## src/rtl/uart_tx_arbiter_pkg.sv

```systemverilog
// Shared definitions for the UART transmit arbiter: FSM states, byte width, line rate.
// The state encodings, byte width and line rate that used to sit in the shared header are defined here.
package uart_tx_arbiter_pkg;

  localparam int unsigned BAUD_RATE = 9600;
  localparam int unsigned BYTE_W    = 8;

  typedef enum logic [1:0] {
    ST_IDLE      = 2'd0,
    ST_SEND      = 2'd1,
    ST_WAIT_DONE = 2'd2,
    ST_ACK       = 2'd3
  } arb_state_t;

endpackage

```

## src/rtl/uart_tx_arbiter_rr.sv

```systemverilog
// Combinational round-robin picker: the first asserted request at or after ptr, wrapping.
module rr_arbiter
  import uart_tx_arbiter_pkg::*;
#(
  parameter int unsigned NUM_REQ = 4
) (
  input  logic [NUM_REQ-1:0]         req,
  input  logic [$clog2(NUM_REQ)-1:0] ptr,
  output logic [$clog2(NUM_REQ)-1:0] winner,
  output logic                       any
);

  localparam int unsigned IDX_W = $clog2(NUM_REQ);

  logic [IDX_W-1:0] idx;

  always_comb begin
    winner = ptr;
    idx    = ptr;
    // Scan from the farthest offset inward so the nearest pending index wins last.
    for (int unsigned k = NUM_REQ; k > 0; k--) begin
      idx = IDX_W'((32'(ptr) + k - 1) % NUM_REQ);
      if (req[idx]) winner = idx;
    end
  end

  assign any = |req;

endmodule

```

## src/rtl/uart_tx_arbiter.sv

```systemverilog
// Shares one uart_tx among NUM_REQ byte requesters with round-robin grants and a start timeout.
module uart_tx_arbiter
  import uart_tx_arbiter_pkg::*;
#(
  parameter int unsigned NUM_REQ       = 4,
  parameter int unsigned START_TIMEOUT = 64
) (
  input  logic                        clk,
  input  logic                        rst,
  input  logic [NUM_REQ-1:0]          req_valid,
  input  logic [BYTE_W*NUM_REQ-1:0]   req_data,
  output logic [NUM_REQ-1:0]          req_ack,
  output logic [BYTE_W-1:0]           tx_data,
  output logic                        tx_send,
  input  logic                        tx_ready,
  output logic [$clog2(NUM_REQ)-1:0]  grant_id,
  output logic                        busy,
  output logic                        err
);

  localparam int unsigned IDX_W = $clog2(NUM_REQ);
  localparam int unsigned CNT_W = $clog2(START_TIMEOUT + 1);

  arb_state_t       state;
  logic [IDX_W-1:0] ptr;
  logic [IDX_W-1:0] winner;
  logic             any;
  logic [CNT_W-1:0] cnt;

  rr_arbiter #(.NUM_REQ(NUM_REQ)) u_rr (
    .req    (req_valid),
    .ptr    (ptr),
    .winner (winner),
    .any    (any)
  );

  always_ff @(posedge clk) begin
    if (rst) begin
      state    <= ST_IDLE;
      ptr      <= '0;
      cnt      <= '0;
      req_ack  <= '0;
      tx_data  <= '0;
      tx_send  <= 1'b0;
      grant_id <= '0;
      busy     <= 1'b0;
      err      <= 1'b0;
    end else begin
      req_ack <= '0;
      case (state)
        ST_IDLE: begin
          // tx_ready low here means a frame from before rst is still on the line.
          if (any && tx_ready) begin
            tx_data  <= req_data[BYTE_W*winner +: BYTE_W];
            grant_id <= winner;
            tx_send  <= 1'b1;
            busy     <= 1'b1;
            cnt      <= '0;
            state    <= ST_SEND;
          end
        end
        ST_SEND: begin
          if (!tx_ready) begin
            tx_send <= 1'b0;
            state   <= ST_WAIT_DONE;
          end else if (cnt == CNT_W'(START_TIMEOUT - 1)) begin
            // Abort without ack and leave ptr alone so the same requester is retried.
            tx_send <= 1'b0;
            err     <= 1'b1;
            busy    <= 1'b0;
            state   <= ST_IDLE;
          end else begin
            cnt <= cnt + 1'b1;
          end
        end
        ST_WAIT_DONE: begin
          if (tx_ready) begin
            req_ack[grant_id] <= 1'b1;
            state             <= ST_ACK;
          end
        end
        ST_ACK: begin
          ptr   <= (grant_id == IDX_W'(NUM_REQ - 1)) ? '0 : grant_id + 1'b1;
          busy  <= 1'b0;
          state <= ST_IDLE;
        end
        default: state <= ST_IDLE;
      endcase
    end
  end

endmodule

```

## config.mk

```make
export PLATFORM = sky130hd
export DESIGN_NAME = uart_tx_arbiter
export DESIGN_NICKNAME = d
export VERILOG_FILES = /design/src/rtl/uart_tx_arbiter_pkg.sv /design/src/rtl/uart_tx_arbiter_rr.sv /design/src/rtl/uart_tx_arbiter.sv
export SDC_FILE = /design/constraint.sdc
export NUM_CORES = 1
export LEC_CHECK = 0
export CAP_MARGIN = 10
export CORE_ASPECT_RATIO = 0.6
export CORE_MARGIN = 5
export CORE_UTILIZATION = 40
export DETAILED_ROUTE_END_ITERATION = 10
export MAX_ROUTING_LAYER = met4
export PLACE_DENSITY_LB_ADDON = 0.15
export SLEW_MARGIN = 20
export SYNTH_ARGS = -nofsm -noshare
export SYNTH_HDL_FRONTEND = slang
export SYNTH_SLANG_ARGS = --single-unit
```

## constraint.sdc

```tcl
create_clock -name clk -period 1.8 [get_ports clk]
set_clock_uncertainty 0.2 [all_clocks]
set_input_delay 0.18 -clock clk [delete_from_list [all_inputs] [get_ports clk]]
set_output_delay 0.18 -clock clk [all_outputs]
set_load 0.02 [all_outputs]
```

; Word-level counts from Yosys, hierarchy flattened
; Cells that the tools add are included.
[word_totals]
reg_bits = 28
inputBits = 39
output_inout_bits = 17
[op_classes]
n_addsub = 10
n_lt_le_gt_ge = 6
eq_ne = 11
shift = 1
muxes = 30
bitwise_logic = 2
n_reduce_logical = 13
[op_table]
columns = operator, count
row1 = $shiftx A32 B6 Y8, 1
row2 = $mux W7, 3
row3 = $mux W2, 9
row4 = $lt A2 B3 Y1 const B, 5
row5 = $pmux W7 S2, 1
row6 = $ne A2 B2 Y1 const B, 5
row7 = $mux W1, 9
row8 = $reduce_and A3 Y1, 3
row9 = $bmux W1 S2, 4
row10 = $pmux W2 S4, 1
row11 = $reduce_and A4 Y1, 2
row12 = $sub A2 B1 Y2 const B, 4
row13 = $add A7 B1 Y7 const B, 1
row14 = $eq A7 B6 Y1 const B, 1
row15 = $add A2 B1 Y2 const B, 3
row16 = $eq A2 B2 Y1 const B, 3
row17 = $add A2 B2 Y2 const B, 2
row18 = $reduce_or A4 Y1, 1
row19 = $ne A3 B3 Y1 const B, 1
row20 = $pmux W1 S3, 1
row21 = $reduce_bool A3 Y1, 1
row22 = $reduce_or A3 Y1, 1
row23 = $demux W1 S2, 1
row24 = $eq A2 B1 Y1 const B, 1
row25 = 7 further kinds, 9

; Depth between registers and ports, before layout
[logic_depth]
word_depth = 9
mapped_depth = 7

; By module
; A second synthesis with hierarchy kept.
[unflattened]
cells_unflattened = 180
area_unflattened_um2 = 1599.0
[by_module_without_submodules]
columns = module, n_inst, cells_each, area_each_um2, seq_area_each_um2
row1 = uart_tx_arbiter, 1, 164, 1498.9, 560.5
row2 = rr_arbiter, 1, 16, 100.1, 0.0

; Least setup slack after synthesis
; OpenSTA, ideal clock, no wires.
[synth_path]
path_kind = reg2reg
startpoint = register state[0]
endpoint = register tx_data[4]
setup_time_ps = 81
arrival_ps = 1601
slack_ps = -82
stages_incl_launch_ff = 8
period_less_slack_ps = 1882
cell_sequence = dfxtp_1 -> inv_1 -> ha_1 -> nand2_1 -> or2_4 -> or3_1 -> buf_2 -> o221ai_2
[synth_between]
elab_chain_cells = 2
[synth_lines]
columns = item, line_no
row1 = start: declaration, uart_tx_arbiter.sv:24  ; arb_state_t state;
row2 = start signal: assignment, uart_tx_arbiter.sv:39  ; state <= ST_IDLE;
row3 = start signal: assignment, uart_tx_arbiter.sv:59  ; state <= ST_SEND;
row4 = start signal: assignment, uart_tx_arbiter.sv:65  ; state <= ST_WAIT_DONE;
row5 = $logic_not A2 Y1, uart_tx_arbiter.sv:50  ; case (state)
row6 = $reduce_and A2 Y1 (no line), --
row7 = end signal: assignment, uart_tx_arbiter.sv:54  ; tx_data <= req_data[BYTE_W*winner +: BYTE_W];
row8 = end: declaration, uart_tx_arbiter.sv:13  ; output logic [BYTE_W-1:0] tx_data,
; Every way passes these cells.
; A chain may end at the register's enable or synchronous reset.

; Final worst setup path
[layout_path]
startpoint = register state[0]
endpoint = register tx_data[2]
; Same word-level chain as after synthesis.

==> results list <==
- Starting density of the core: 41.9%
- Detailed-routing iteration count for the pre-antenna-repair pass: 4
- Entering global routing, the biggest net connects 18 pins.
* Vias in the first global route: 1577
* CP max FO: 8
* Hold path depth: 1
- The final route contains 1557 vias.
- CTS Buffer Depth: 2
* Pleak: 0.00105 µW
- After detailed routing, the number of remaining DRC violations is 0.
* Post-synthesis instance total: between 150 and 200
- Power density of the placed cells: 704 mW/mm²
* Worst reg2reg path endpoint: tx_data[2]$_SDFFE_PP0P_
- Final setup violation count: 0
- For this design, the CTS-stage hold fixing added 0 buffers.
- The most used flip-flop cell after synthesis is dfxtp_1.
* Max Freq: 562 MHz
- The die is 90.4 µm wide.
* Cell at the root of the clock tree: clkbuf_8
- 56 I/O pins were placed.
- After clock tree synthesis, the clock-pin slew on the worst setup and hold paths is roughly 100 ps.
- For the worst setup path, the data required time is 1810 ps.
- Area of the mapped netlist: 0.00155 mm²
* Share of post-route cells with drive strength above 1: 29.4%
- Number of buffers inserted by port buffering: 55
- The initialized floorplan defines 17 standard-cell rows.
- The die covers 0.00526 mm².
- The worst setup path is captured at a flip-flop.
- Crit path arrival time: approximately 1800 ps
- Total grt overflow: 0
- The highest layer touched by signal routing is met4.
- Cell-by-cell trace of the critical path: inv_2 -> ha_4 -> nand2_4 -> or2_4 -> or3_4 -> o221ai_1
- Final-layout setup total negative slack: 0 ps
* Class of the most critical setup path: reg2reg
- Counting the buffers created by CTS gives 3.
- Distinct cell type count after synthesis: 36
- Routed length on met1: 2160 µm
* Top library cells by usage in the layout, fill and taps aside: clkdlybuf4s50_1 (51), buf_4 (32), nor2_1 (24), dfxtp_1 (23), nand2_1 (18)
- Clock tree from TritonCTS: done
* Hold Fails Final Rpt: 0
* Launching element type of the critical path: flip-flop
- The first global-routing pass estimated 7490 µm of wire.
* Slowest Stage Delay on Critical Path: roughly 450 ps
- After layout, the minimum clock period comes to between 1500 and 2000 ps.
- Worst Tran Pin Value: 322 ps
- Register-to-register path setup slack: approximately 21 ps
* Average cell area after synthesis: between 8 and 9 µm²
- Post-detailed-placement half-perimeter wirelength: 3630 µm
* Routability congestion estimate: 0.778
* Depth of the worst register-to-register path: 6
* Met3 Routed Length: 241 µm
- After detailed routing, the average wire length per cell comes to 15.4 µm.
- The count of nets left with antenna violations once routing finished came out at 0.
- Clock latency reported for the late side of the worst-skew pair: between 200 and 300 ps
- For this run, the number of Yosys warnings is 0.
- Count of antenna diodes in the layout: 0
- R2r startpoint: state[0]$_SDFFE_PP0P_
- Post-Syn Nets: 221
- The floorplan step defined a core boundary enclosing around 0.0037 mm².
- The worst pin sits at a relative slew slack of around four fifths.
* CTS sink cnt: 28
* Portion of the post-synthesis area used by sequential elements: 36.1%
* Result of the run: finished, final reports clean
- Global Route Usage Sum: about 18%
- For hold timing, the worst endpoint is cnt[6]$_SDFFE_PP0P_.
* Number of levels in the clock H-tree: 1
* Violation count after the first detailed-routing iteration: 31
- Share of the clock period used by the worst path after layout: 98.8%
- VDD sags by at most 540 µV.
- Initial antenna violation count: 0
* Path class of the lowest-slack min-delay path: reg2reg
* Final Net Count: 311
- Worst hold path startpoint: cnt[6]$_SDFFE_PP0P_
- Floorplan die height: 58.2 µm
- The synthesized design contains 0 enable-type register cells.
- After detailed routing, the met2 layer carries 2310 µm of wire.
- Slowest cell on the critical path: or3_4
- In this run, synthesis produced a sequential element count of 28.
- Compared with the post-synthesis result, the final layout area differs by 70.4%.
* Tot Pwr: 1860 µW
- The final layout contains routed wiring with a total length of 4770 µm.
- Unrepaired setup endpoints after global routing: yes
- Number of max-cap violations: 0
- Most common cell after layout, fill and taps aside: clkdlybuf4s50_1
- Using the TritonRoute via totals, the vias-per-cell ratio works out to 5.04.
- After synthesis, the share of flip-flops with an asynchronous set or reset is 0%.
* Final-report max-slew violation count: 0
## power breakdown
group          leakage [µW]  internal, µW  switching (µW)
registers          0.000230           663            30.8
clock network     0.0000357           299             210
logic              0.000779           360             297
total               0.00105          1320             538
## routing by layer
layer / GRT usage (%) / vias up
li1: - / 788
met1: 22.0 / 728
met2: 29.5 / 34
met3: 5.45 / 7
met4: 5.10 / 0
met5: - / -
## cells in the mapped netlist, drive strengths merged (4+ instances only)
library cell	number	area share, %
o221ai	8	4.9
nand2	21	5.1
inv	9	2.2
nor2	24	5.8
and2	4	1.6
o21ai	5	1.6
xnor2	4	2.3
nor2b	4	1.6
nand3	4	1.3
mux2i	20	13
a21oi	7	2.5
dfxtp	28	36
ha	9	7.3
## worst max path at each step
| stage | start | slack (ps) | endpoint | cells past startpoint |
|---|---|---|---|---|
| 6_report | state[0]$_SDFFE_PP0P_ | 20 | tx_data[2]$_SDFFE_PP0P_ | 6 |
| 4_1_cts | state[0]$_SDFFE_PP0P_ | 2 | tx_data[0]$_SDFFE_PP0P_ | 6 |
| 5_1_grt | cnt[5]$_SDFFE_PP0P_ | -90 | state[0]$_SDFFE_PP0P_ | 5 |
| 3_3_place_gp | req_valid[3] | -350 | tx_data[5]$_SDFFE_PP0P_ | 6 |
| 3_5_place_dp | req_valid[0] | -450 | tx_data[0]$_SDFFE_PP0P_ | 6 |
| 2_1_floorplan | state[0]$_SDFFE_PP0P_ | 0.5 | tx_data[4]$_SDFFE_PP0P_ | 7 |
## state kept, by name, summed over array words and instances (netlist names), named ones only
register  count
busy          1
cnt           7
err           1
grant_id      2
ptr           2
req_ack       4
state         1
tx_data       8
tx_send       1
## per-stage QoR
step	cells	setup slack [ps]	hold WS (ps)	util, %	area, µm²
after floorplan	173	0.541	180	-	1570
after global placement	301	-347	230	64.4	2380
after detailed placement	301	-448	251	64.4	2380
after CTS	306	2.39	265	67.2	2490
after global routing	309	-89.7	284	71.4	2640
final	309	20.9	269	71.4	2640
## layout make-up
| type | count | area (µm²) |
|---|---|---|
| Clock inverter | 1 | 30.0 |
| Sequential cell | 28 | 569 |
| Fill cell | 267 | 1060 |
| Timing Repair Buffer | 90 | 846 |
| Clock buffer | 3 | 41.3 |
| Multi-Input combinational cell | 131 | 1060 |
| Inverter | 9 | 33.8 |
| Tap cell | 47 | 58.8 |
## critical path: cells and delay by family, from the launching register on
kind | cells | cell delay [ps]
simple gates | 3 | 760
fa+ha+maj | 1 | 150
flops | 1 | 350
compound gates | 1 | 180
buf+inv | 1 | 70
## kinds of logic (layout without fill, tap and decap cells)
| group | after synthesis | after routing | share of synthesized area (%) |
|---|---|---|---|
| xor gates and xnor gates | 4 | 4 | 2.26 |
| muxes | 21 | 21 | 13.6 |
| buffers and inverters | 14 | 103 | 4.68 |
| DFF | 28 | 28 | 36.1 |
| adders and majority gates | 9 | 9 | 7.26 |
| AOI/OAI and AO/OA | 31 | 31 | 16.6 |
| and+or+nand+nor | 66 | 66 | 19.4 |
## timing repair
action | 4_1_cts | 5_1_grt
pin swaps | 1 | 5
setup endpoints to repair | 14 | 16
endpoints found under the hold margin | 0 | 0
cloned | 0 | 1
buffers inserted | 1 | 2
resized for setup | 11 | 27
(Power assumes the default switching activity.)
